[config.mk]
export PLATFORM = sky130hd
export DESIGN_NAME = ecat_dgram_parser
export DESIGN_NICKNAME = d
export VERILOG_FILES = /design/src/rtl/ecat_pkg.sv /design/src/rtl/ecat_wkc_upd.sv /design/src/rtl/ecat_dgram_parser.sv
export SDC_FILE = /design/constraint.sdc
export NUM_CORES = 1
export LEC_CHECK = 0
export ABC_AREA = 0
export ABC_CLOCK_PERIOD_IN_PS = 4600
export CORE_ASPECT_RATIO = 0.75
export CORE_UTILIZATION = 45
export CTS_CLUSTER_DIAMETER = 200
export DETAILED_ROUTE_END_ITERATION = 16
export GPL_TIMING_DRIVEN = 0
export HOLD_SLACK_MARGIN = 0.03
export PLACE_DENSITY = 0.62
export SLEW_MARGIN = 20
export SYNTH_ARGS = -nofsm -noshare
export SYNTH_HDL_FRONTEND = slang
export SYNTH_SLANG_ARGS = --single-unit
[constraint.sdc]
create_clock -name clk -period 4.6 [get_ports clk]
set_input_delay 0.92 -clock clk [delete_from_list [all_inputs] [get_ports clk]]
set_output_delay 0.92 -clock clk [all_outputs]
set_load 0.02 [all_outputs]
[src/rtl/ecat_pkg.sv]
// Shared definitions for the EtherCAT datagram parser: command codes, FSM states,
// header byte offsets and the default maximum datagram length.
package ecat_pkg;

    localparam logic [10:0] MAX_LEN_DEF = 11'd1486;

    localparam logic [3:0] ADDR_OFS = 4'd2;
    localparam logic [3:0] LEN_OFS  = 4'd6;
    localparam logic [3:0] IRQ_OFS  = 4'd8;
    localparam logic [3:0] HDR_LEN  = 4'd10;

    typedef enum logic [7:0] {
        CMD_NOP  = 8'h00,
        CMD_APRD = 8'h01,
        CMD_APWR = 8'h02,
        CMD_APRW = 8'h03,
        CMD_FPRD = 8'h04,
        CMD_FPWR = 8'h05,
        CMD_FPRW = 8'h06,
        CMD_BRD  = 8'h07,
        CMD_BWR  = 8'h08,
        CMD_BRW  = 8'h09,
        CMD_LRD  = 8'h0A,
        CMD_LWR  = 8'h0B,
        CMD_LRW  = 8'h0C
    } cmd_e;

    typedef enum logic [2:0] {
        ST_IDLE,
        ST_HDR,
        ST_DATA,
        ST_WKC0,
        ST_WKC1,
        ST_SKIP
    } state_e;

    function automatic logic cmd_reads(input logic [7:0] cmd);
        return (cmd == CMD_LRD) || (cmd == CMD_LRW);
    endfunction

    function automatic logic cmd_writes(input logic [7:0] cmd);
        return (cmd == CMD_LWR) || (cmd == CMD_LRW);
    endfunction

endpackage

[src/rtl/ecat_wkc_upd.sv]
// Working-counter update: adds the hit increment to the WKC low byte and
// ripples the registered carry into the high byte one byte later.
module ecat_wkc_upd #(
    parameter logic [1:0] WKC_RD_INC = 2'd1,
    parameter logic [1:0] WKC_WR_INC = 2'd1
) (
    input  logic       clk,
    input  logic       rst_n,
    input  logic       lo_en,
    input  logic [7:0] data,
    input  logic       rd,
    input  logic       wr,
    input  logic       is_lrw,
    output logic [7:0] lo,
    output logic [7:0] hi
);

    logic [2:0] inc;
    logic [8:0] sum;
    logic       carry_q;

    // NOTE: every variable gets a default first so no path can infer a latch.
    always_comb begin
        inc = 3'd0;
        if (rd) inc = inc + {1'b0, WKC_RD_INC};
        if (wr) inc = inc + (is_lrw ? 3'd2 : {1'b0, WKC_WR_INC});
    end

    assign sum = {1'b0, data} + {6'd0, inc};
    assign lo  = sum[7:0];
    assign hi  = data + {7'd0, carry_q};

    // NOTE: sequential state uses non-blocking assignment so all registers sample pre-edge values.
    always_ff @(posedge clk or negedge rst_n) begin
        if (!rst_n)     carry_q <= 1'b0;
        else if (lo_en) carry_q <= sum[8];
    end

endmodule

[src/rtl/ecat_dgram_parser.sv]
// EtherCAT datagram parser: walks the datagram headers, drives FMMU logical
// strobes per data byte, and forwards the stream with the WKC bytes updated.
module ecat_dgram_parser
    import ecat_pkg::*;
#(
    parameter logic [10:0] MAX_LEN    = MAX_LEN_DEF,
    parameter logic [1:0]  WKC_RD_INC = 2'd1,
    parameter logic [1:0]  WKC_WR_INC = 2'd1
) (
    input  logic        clk,
    input  logic        rst_n,
    input  logic        rx_valid,
    input  logic        rx_sof,
    input  logic        rx_eof,
    input  logic [7:0]  rx_data,
    output logic [31:0] laddr,
    output logic        lrd,
    output logic        lwr,
    input  logic        rdaddr_hit,
    input  logic        wraddr_hit,
    output logic        tx_valid,
    output logic        tx_sof,
    output logic        tx_eof,
    output logic [7:0]  tx_data,
    output logic        tx_is_data,
    output logic        dgram_done,
    output logic        err
);

    state_e      state_q, state_d;
    logic [3:0]  hdr_cnt_q, hdr_cnt_d;
    logic [10:0] data_cnt_q, data_cnt_d;

    logic [7:0]  cmd_q;
    logic [31:0] start_addr_q;
    logic [10:0] len_q;
    logic        more_q;
    logic        rd_seen_q, wr_seen_q;

    logic        hdr_en;
    logic [3:0]  hdr_idx;
    logic        data_byte, wkc_lo_byte, wkc_hi_byte;
    logic        err_d, done_d;
    logic        rd_hit_now, wr_hit_now;
    logic [7:0]  wkc_lo, wkc_hi, tx_data_d;

    assign rd_hit_now = lrd & rdaddr_hit;
    assign wr_hit_now = lwr & wraddr_hit;

    always_comb begin
        state_d     = state_q;
        hdr_cnt_d   = hdr_cnt_q;
        data_cnt_d  = data_cnt_q;
        hdr_en      = 1'b0;
        hdr_idx     = hdr_cnt_q;
        data_byte   = 1'b0;
        wkc_lo_byte = 1'b0;
        wkc_hi_byte = 1'b0;
        err_d       = 1'b0;
        done_d      = 1'b0;

        if (rx_valid) begin
            // A start-of-frame byte is always header byte0, wherever the FSM was.
            if (rx_sof) begin
                hdr_en     = 1'b1;
                hdr_idx    = 4'd0;
                err_d      = (state_q != ST_IDLE);
                data_cnt_d = '0;
                if (rx_eof) begin
                    state_d   = ST_IDLE;
                    hdr_cnt_d = '0;
                    err_d     = 1'b1;
                end else begin
                    state_d   = ST_HDR;
                    hdr_cnt_d = 4'd1;
                end
            end else begin
                unique case (state_q)
                    ST_IDLE: ;
                    ST_HDR: begin
                        hdr_en = 1'b1;
                        if (rx_eof) begin
                            state_d   = ST_IDLE;
                            hdr_cnt_d = '0;
                            err_d     = 1'b1;
                        end else if (hdr_cnt_q == HDR_LEN - 4'd1) begin
                            hdr_cnt_d  = '0;
                            data_cnt_d = '0;
                            if (len_q > MAX_LEN) begin
                                state_d = ST_SKIP;
                                err_d   = 1'b1;
                            end else if (len_q == 11'd0) begin
                                state_d = ST_WKC0;
                            end else begin
                                state_d = ST_DATA;
                            end
                        end else begin
                            hdr_cnt_d = hdr_cnt_q + 4'd1;
                        end
                    end
                    ST_DATA: begin
                        data_byte = 1'b1;
                        if (rx_eof) begin
                            state_d    = ST_IDLE;
                            data_cnt_d = '0;
                            err_d      = 1'b1;
                        end else if (data_cnt_q == len_q - 11'd1) begin
                            state_d    = ST_WKC0;
                            data_cnt_d = '0;
                        end else begin
                            data_cnt_d = data_cnt_q + 11'd1;
                        end
                    end
                    ST_WKC0: begin
                        wkc_lo_byte = 1'b1;
                        if (rx_eof) begin
                            state_d = ST_IDLE;
                            err_d   = 1'b1;
                        end else begin
                            state_d = ST_WKC1;
                        end
                    end
                    ST_WKC1: begin
                        wkc_hi_byte = 1'b1;
                        done_d      = 1'b1;
                        hdr_cnt_d   = '0;
                        unique case ({more_q, rx_eof})
                            2'b10: state_d = ST_HDR;
                            2'b01: state_d = ST_IDLE;
                            2'b00: state_d = ST_SKIP;
                            2'b11: begin
                                state_d = ST_IDLE;
                                err_d   = 1'b1;
                            end
                        endcase
                    end
                    ST_SKIP: if (rx_eof) state_d = ST_IDLE;
                    default: state_d = ST_IDLE;
                endcase
            end
        end
    end

    always_ff @(posedge clk or negedge rst_n) begin
        if (!rst_n) begin
            state_q    <= ST_IDLE;
            hdr_cnt_q  <= '0;
            data_cnt_q <= '0;
        end else begin
            state_q    <= state_d;
            hdr_cnt_q  <= hdr_cnt_d;
            data_cnt_q <= data_cnt_d;
        end
    end

    always_ff @(posedge clk or negedge rst_n) begin
        if (!rst_n) begin
            cmd_q        <= '0;
            start_addr_q <= '0;
            len_q        <= '0;
            more_q       <= 1'b0;
        end else if (hdr_en) begin
            case (hdr_idx)
                4'd0:            cmd_q               <= rx_data;
                ADDR_OFS:        start_addr_q[7:0]   <= rx_data;
                ADDR_OFS + 4'd1: start_addr_q[15:8]  <= rx_data;
                ADDR_OFS + 4'd2: start_addr_q[23:16] <= rx_data;
                ADDR_OFS + 4'd3: start_addr_q[31:24] <= rx_data;
                LEN_OFS:         len_q[7:0]          <= rx_data;
                LEN_OFS + 4'd1: begin
                    len_q[10:8] <= rx_data[2:0];
                    more_q      <= rx_data[7];
                end
                default: ;
            endcase
        end
    end

    // Hits may land in idle cycles after the last strobe, so the flags sample every cycle.
    always_ff @(posedge clk or negedge rst_n) begin
        if (!rst_n) begin
            rd_seen_q <= 1'b0;
            wr_seen_q <= 1'b0;
        end else if (hdr_en && hdr_idx == 4'd0) begin
            rd_seen_q <= 1'b0;
            wr_seen_q <= 1'b0;
        end else begin
            if (rd_hit_now) rd_seen_q <= 1'b1;
            if (wr_hit_now) wr_seen_q <= 1'b1;
        end
    end

    ecat_wkc_upd #(
        .WKC_RD_INC (WKC_RD_INC),
        .WKC_WR_INC (WKC_WR_INC)
    ) u_wkc_upd (
        .clk    (clk),
        .rst_n  (rst_n),
        .lo_en  (wkc_lo_byte),
        .data   (rx_data),
        .rd     (rd_seen_q | rd_hit_now),
        .wr     (wr_seen_q | wr_hit_now),
        .is_lrw (cmd_q == CMD_LRW),
        .lo     (wkc_lo),
        .hi     (wkc_hi)
    );

    assign tx_data_d = wkc_lo_byte ? wkc_lo :
                       wkc_hi_byte ? wkc_hi : rx_data;

    always_ff @(posedge clk or negedge rst_n) begin
        if (!rst_n) begin
            tx_valid   <= 1'b0;
            tx_sof     <= 1'b0;
            tx_eof     <= 1'b0;
            tx_data    <= '0;
            tx_is_data <= 1'b0;
            lrd        <= 1'b0;
            lwr        <= 1'b0;
            laddr      <= '0;
            err        <= 1'b0;
            dgram_done <= 1'b0;
        end else begin
            tx_valid   <= rx_valid;
            tx_sof     <= rx_sof;
            tx_eof     <= rx_eof;
            tx_data    <= tx_data_d;
            tx_is_data <= data_byte;
            lrd        <= data_byte & cmd_reads(cmd_q);
            lwr        <= data_byte & cmd_writes(cmd_q);
            if (data_byte && (cmd_reads(cmd_q) || cmd_writes(cmd_q)))
                laddr <= start_addr_q + {21'd0, data_cnt_q};
            err        <= err_d;
            dgram_done <= done_d;
        end
    end

endmodule

### Yosys cells after proc, flatten, opt, wreduce, memory -nomap -nowiden

Cells that the tools add are included.

* output and inout port bits: 48
* memories kept: 0
* bits in latches: 0
* bits in registers: 121
* RAM bits: 0
* bits in read-only memories: 0

* $mul: 0
* div/mod/pow operators: 0
* eq/ne operators: 25
* bitwise operators: 6
* muxes and demuxes: 55
* reduce and logical (&&, ||, !) cells: 26
* add/sub/neg operators: 7
* shift-type cells: 0
* $lt $le $gt $ge: 1

Operators by type and width (number)
* $mux W11: 5
* $add A32 B11 Y32: 1
* $mux W1: 28
* $mux W3: 9
* $eq A8 B4 Y1 const B: 3
* $pmux W11 S2: 1
* $mux W4: 5
* $pmux W3 S6: 1
* $eq A4 B3 Y1 const B: 4
* $mux W8: 2
* $reduce_and A2 Y1: 8
* $add A11 B1 Y11 const B: 1
* $eq A11 B11 Y1: 1
* $gt A11 B11 Y1 const B: 1
* $logic_not A11 Y1: 1
* $sub A11 B1 Y11 const B: 1
* $add A8 B3 Y9: 1
* $ne A3 B3 Y1 const B: 3
* $pmux W3 S3: 1
* $reduce_bool A3 Y1: 3
* $add A8 B1 Y8: 1
* $eq A4 B2 Y1 const B: 2
* $ne A4 B4 Y1 const B: 2
* $pmux W4 S2: 1
* other kinds (22): 34

### Logic depth before layout (Yosys ltp)

* word-level depth: 7
* gate-level depth with buffers: 13
* mapped depth without buffers: 13

### Hierarchy

Synthesis repeated with hierarchy kept, for this count alone.

* cell total of the unflattened synthesis: 672
* area total of the unflattened synthesis: 6759.0 um2

By module, submodules not included
* ecat_dgram_parser: instances 1, cells each 616, area an instance 6314.8 um2, seq. area each 3002.9 um2
* ecat_wkc_upd: instances 1, cells each 56, area an instance 444.2 um2, seq. area each 25.0 um2

### Worst setup path after synthesis

No wires, ideal clock.

* kind: input to register
* from: input port rdaddr_hit
* to: register tx_data[6]
* path slack: 1729 ps
* arrival time: 2791 ps
* cell stages on the path: 12
* library setup time: 80 ps
* path buffers: 0
* required time: 4520 ps
* cells stage by stage: a21oi_1 -> inv_1 -> ha_1 -> nor2_1 -> a21oi_1 -> ha_1 -> fa_1 -> a21o_1 -> a32oi_1 -> nor2b_1 -> nand3_1 -> xnor2_1

* cells in the longest elaborated chain, start to end: 7

RTL lines
* start: declaration: RTL line ecat_dgram_parser.sv:19 `input logic rdaddr_hit,`
* $and A1 B1 Y1 *: RTL line ecat_dgram_parser.sv:47 `assign rd_hit_now = lrd & rdaddr_hit;`
* $or A1 B1 Y1 *: RTL line ecat_dgram_parser.sv:201 `.rd (rd_seen_q | rd_hit_now),`
* $mux W1 *: RTL line ecat_wkc_upd.sv:25 `if (rd) inc = inc + {1'b0, WKC_RD_INC};`
* $add A1 B3 Y3: RTL line ecat_wkc_upd.sv:26 `if (wr) inc = inc + (is_lrw ? 3'd2 : {1'b0, WKC_WR_INC});`
* $mux W3 *: RTL line ecat_wkc_upd.sv:26
* $add A8 B3 Y9 *: RTL line ecat_wkc_upd.sv:29 `assign sum = {1'b0, data} + {6'd0, inc};`
* $mux W8 *: RTL line ecat_dgram_parser.sv:208 `assign tx_data_d = wkc_lo_byte ? wkc_lo :`
* via tx_data_d[6]: RTL line ecat_dgram_parser.sv:45 `logic [7:0] wkc_lo, wkc_hi, tx_data_d;`
* end signal: assignment: RTL line ecat_dgram_parser.sv:227 `tx_data <= tx_data_d;`
* end: declaration: RTL line ecat_dgram_parser.sv:24 `output logic [7:0] tx_data,`

Mark *: on every way through the listed nets, which the timed path passes. The rest lies on a longest branch.
A chain may end at the register's enable or synchronous reset.

### Final worst setup path

* from: input port rx_sof
* to: register laddr[31]

* cells in the longest elaborated chain, start to end: 3

RTL lines
* start: declaration: RTL line ecat_dgram_parser.sv:13 `input logic rx_sof,`
* $mux W1: RTL line ecat_dgram_parser.sv:64 `if (rx_sof) begin`
* $mux W1: RTL line ecat_dgram_parser.sv:62 `if (rx_valid) begin`
* via data_byte: RTL line ecat_dgram_parser.sv:42 `logic data_byte, wkc_lo_byte, wkc_hi_byte;`
* $logic_and A1 B1 Y1: RTL line ecat_dgram_parser.sv:231 `if (data_byte && (cmd_reads(cmd_q) || cmd_writes(cmd_q)))`
* end signal: assignment: RTL line ecat_dgram_parser.sv:232 `laddr <= start_addr_q + {21'd0, data_cnt_q};`
* end: declaration: RTL line ecat_dgram_parser.sv:16 `output logic [31:0] laddr,`

The timed path passes the listed nets, and every way through them passes these cells.

==> run_results.csv <==
group,metric,value,unit
run_status,status,"complete, no violations",
logic_synthesis,synthCells,640,
layout,fin_nets,758,
timing,hold_viol,0,
critical_path,cp-start-kind,"input pin",
global_routing,met1_usage,0.337,
logic_synthesis,synth.most_common_cell,"dfrtp_1",
route,post_drt_via_cell_ratio,5.73,
timing,hold_ws,0.476,ns
timing,skew,0.00828,ns
logic_synthesis,syn_area,6480,µm²
global_routing,antenna_found_initial,0,
route,drc,0,
route,drt_first_pass_iters,5,
logic_synthesis,yosys.area.top_type,"dfrtp_1",
pwr,p_leak,3.46,nW
critical_path,setup.worst_path.end_class,"flip-flop",
placed_design,dpl_cell_area,7310,µm²
global_routing,met3_usage,0.0495,
hold_path,worstHoldEndpoint,"laddr[25]",
critical_path,rr_endpoint,"laddr[12]",
global_routing,first_global_vias,5000,
critical_path,reg2reg_from,"data_cnt_q[0]",
timing,post-route-min-period,3.13,ns
logic_synthesis,netlist_top_cells_count,"dfrtp_1 (121), nand2_1 (64), o21ai_0 (61)",
cts,clk_pin_slew,0.06,ns
timing,finalSetupTns,0,ns
route,detail-route-antenna-nets,0,
die,die_y,106,µm
global_routing,grt.total_usage,0.232,
layout,syn_to_final_growth,22.2,%
timing,finalCritPeriodShare,0.680,
cts,tritoncts,"yes",
layout,fillers,1216,
placed_design,placedCellCount,874,
logic_synthesis,synth_compound_area_frac,0.122,
logic_synthesis,synth-simple-area-share,0.154,
layout,fin_area,7930,µm²
cts,cts_setup_buffers,0,
cts,cts_buffers,17,
die,io-pin-count,63,
global_routing,grtUsageMet2,0.348,
logic_synthesis,post_synth_fa_ha_maj_area_fraction,0.0505,
hold_path,min_path_type,"reg -> reg",
cts,cts_root_buf,"clkbuf_16",
critical_path,crit_type,"in -> reg",
critical_path,path_max_fanout,10,
layout,instances_no_fill,906,
route,first_iter_violations,290,
logic_synthesis,synth-seq-cells,121,
die,coreArea,13900,µm²
die,dieWidth,141,µm
timing,drv_slew,0,
global_routing,grt_max_degree,70,
job,maxCapViolCount,0,
route,wl,16200,µm
logic_synthesis,synth_ff_type,"dfrtp_1",
global_routing,gr-total-overflow,0,
timing,rsz0062_at_grt,"no",
logic_synthesis,synthMuxAreaShare,0.107,
cts,clock_path_buffers,2,
global_routing,grt_pass1_wl,26500,µm
critical_path,reg2reg_setup_slack,1.48,ns
logic_synthesis,synth.area.top_cells,"dfrtp_1 (47%), mux2_2 (9.2%), o21ai_0 (4.7%), ha_1 (4.4%), xnor2_1 (4.1%)",
placed_design,globalplace.congestion,0.887,
pwr,p_per_area,353,nW/µm²
global_routing,gr-max-usage-layer,"met2",
cts,cts_hold_buf,0,
cts,cts.repair.resized,0,
timing,setup_ws,1.47,ns
timing,max_slew_margin,0.304,
logic_synthesis,synth_nets,680,
timing,fmax,0.320,GHz
placed_design,portBuffers,58,
placed_design,pre_cts_ws,0.953,ns
logic_synthesis,synth_edf_count,0,
die,fp-row-count,37,
critical_path,rr_worst_depth,12,
route,wl_per_cell,17.9,µm
layout,final_util,0.571,
cts,clock-sinks,121,
logic_synthesis,async_flop_share,1.00,
logic_synthesis,synth_area_per_cell,10.1,µm²
layout,drive_above_1_share,0.135,
timing,setup_viol,0,
logic_synthesis,ys_seq_area_frac,0.467,
route,vias,5189,
hold_path,hold_depth,2,
hold_path,hold_start,"laddr[25]",
cts,h-tree-depth,4,
pwr,p_total,2.80,mW
logic_synthesis,synthDistinctLibCells,56,
pwr,vdd_drop_max,0.000262,V
logic_synthesis,synthXorXnorAreaFrac,0.0675,
logic_synthesis,synth_top_area_frac,0.467,
timing,worst_slew_pin_slew,1.04,ns
layout,diodes,0,
critical_path,required,4.92,ns
logic_synthesis,synth_top_family_by_area,"simple AND/OR/NAND/NOR gates",
die,dieArea,14900,µm²
placed_design,detailed_place_hpwl,11500,µm
cts,clock_latency,0.41,ns
die,initial_core_util,0.467,
logic_synthesis,yosysWarnings,0,
critical_path,critPathArrivalTime,3.45,ns
-- sequential cells by signal, indices dropped and copies added, names as in the netlist --
register	flops
state_q	3
lwr	1
more_q	1
tx_sof	1
tx_is_data	1
lrd	1
laddr	32
u_wkc_upd.carry_q	1
tx_eof	1
dgram_done	1
start_addr_q	32
len_q	11
rd_seen_q	1
wr_seen_q	1
data_cnt_q	11
err	1
tx_data	8
cmd_q	8
tx_valid	1
hdr_cnt_q	4
-- layout by cell type (no fill, tap or decap), drive strengths merged, types with 5 or more instances in the layout --
cell	Yosys	layout
a211oi	7	7
a21o	6	6
a21oi	24	24
and3	12	12
buf	6	8
clkbuf	27	44
clkdlybuf4s50	0	57
clkinv	0	7
dfrtp	121	121
ha	23	23
inv	17	22
mux2	53	53
mux2i	10	10
nand2	64	64
nand2b	7	7
nand3	33	33
nor2	30	30
nor2b	6	6
nor3	16	16
nor4	6	6
o21ai	61	61
o41ai	6	6
or4	5	5
xnor2	30	30
xor2	20	20
-- worst max path at each step --
stage | cells after the start | endpoint | start
2_1_floorplan | 12 | tx_data[6] | rdaddr_hit
3_3_place_gp | 1 | laddr[26] | rst_n
3_5_place_dp | 7 | tx_data[6] | rx_valid
4_1_cts | 7 | tx_data[6] | rx_valid
5_1_grt | 12 | laddr[12] | data_cnt_q[0]
6_report | 11 | laddr[31] | rx_sof
-- critical path: stages --
cell             delay (ns)
clkdlybuf4s50_1        0.49
clkbuf_1               0.37
nor2_1                 0.14
nand2_1                0.13
nor2_1                 0.09
nand2_1                0.11
a21o_1                 0.09
clkbuf_1               0.42
clkbuf_1               0.46
nand2_1                0.12
o21ai_0                0.10
-- power breakdown --
group	switching, mW	internal (mW)
Clock	0.528	0.809
Combinational	0.163	0.124
Sequential	0.0477	1.13
-- per-layer routing --
metal  vias up  wire, µm
met5         -         0
met4         0       184
met3        19       943
met2       159      7150
met1      2557      7970
li1       2454         -
-- layout make-up --
cell class                      instances  area (µm²)  share of cell area
Clock inverter                         15         168              0.0212
Multi-Input combinational cell        469        3270               0.413
Sequential cell                       121        3030               0.382
Tap cell                              175         219              0.0276
Buffer                                 33         141              0.0178
Inverter                               17        63.8             0.00805
Clock buffer                           17         425              0.0537
Timing Repair Buffer                   59         609              0.0769
-- logic make-up (layout without fill, tap and decap cells) --
kind of cell	count (synthesis)	count (layout)
AND/OR/NAND/NOR	201	201
flip-flops	121	121
XOR/XNOR	50	50
AO/OA/AOI/OAI	130	130
adder cells (fa/ha/maj)	25	25
buffers and inverters	50	141
multiplexers	63	63
Note: power is estimated with default switching activity, not from simulation.
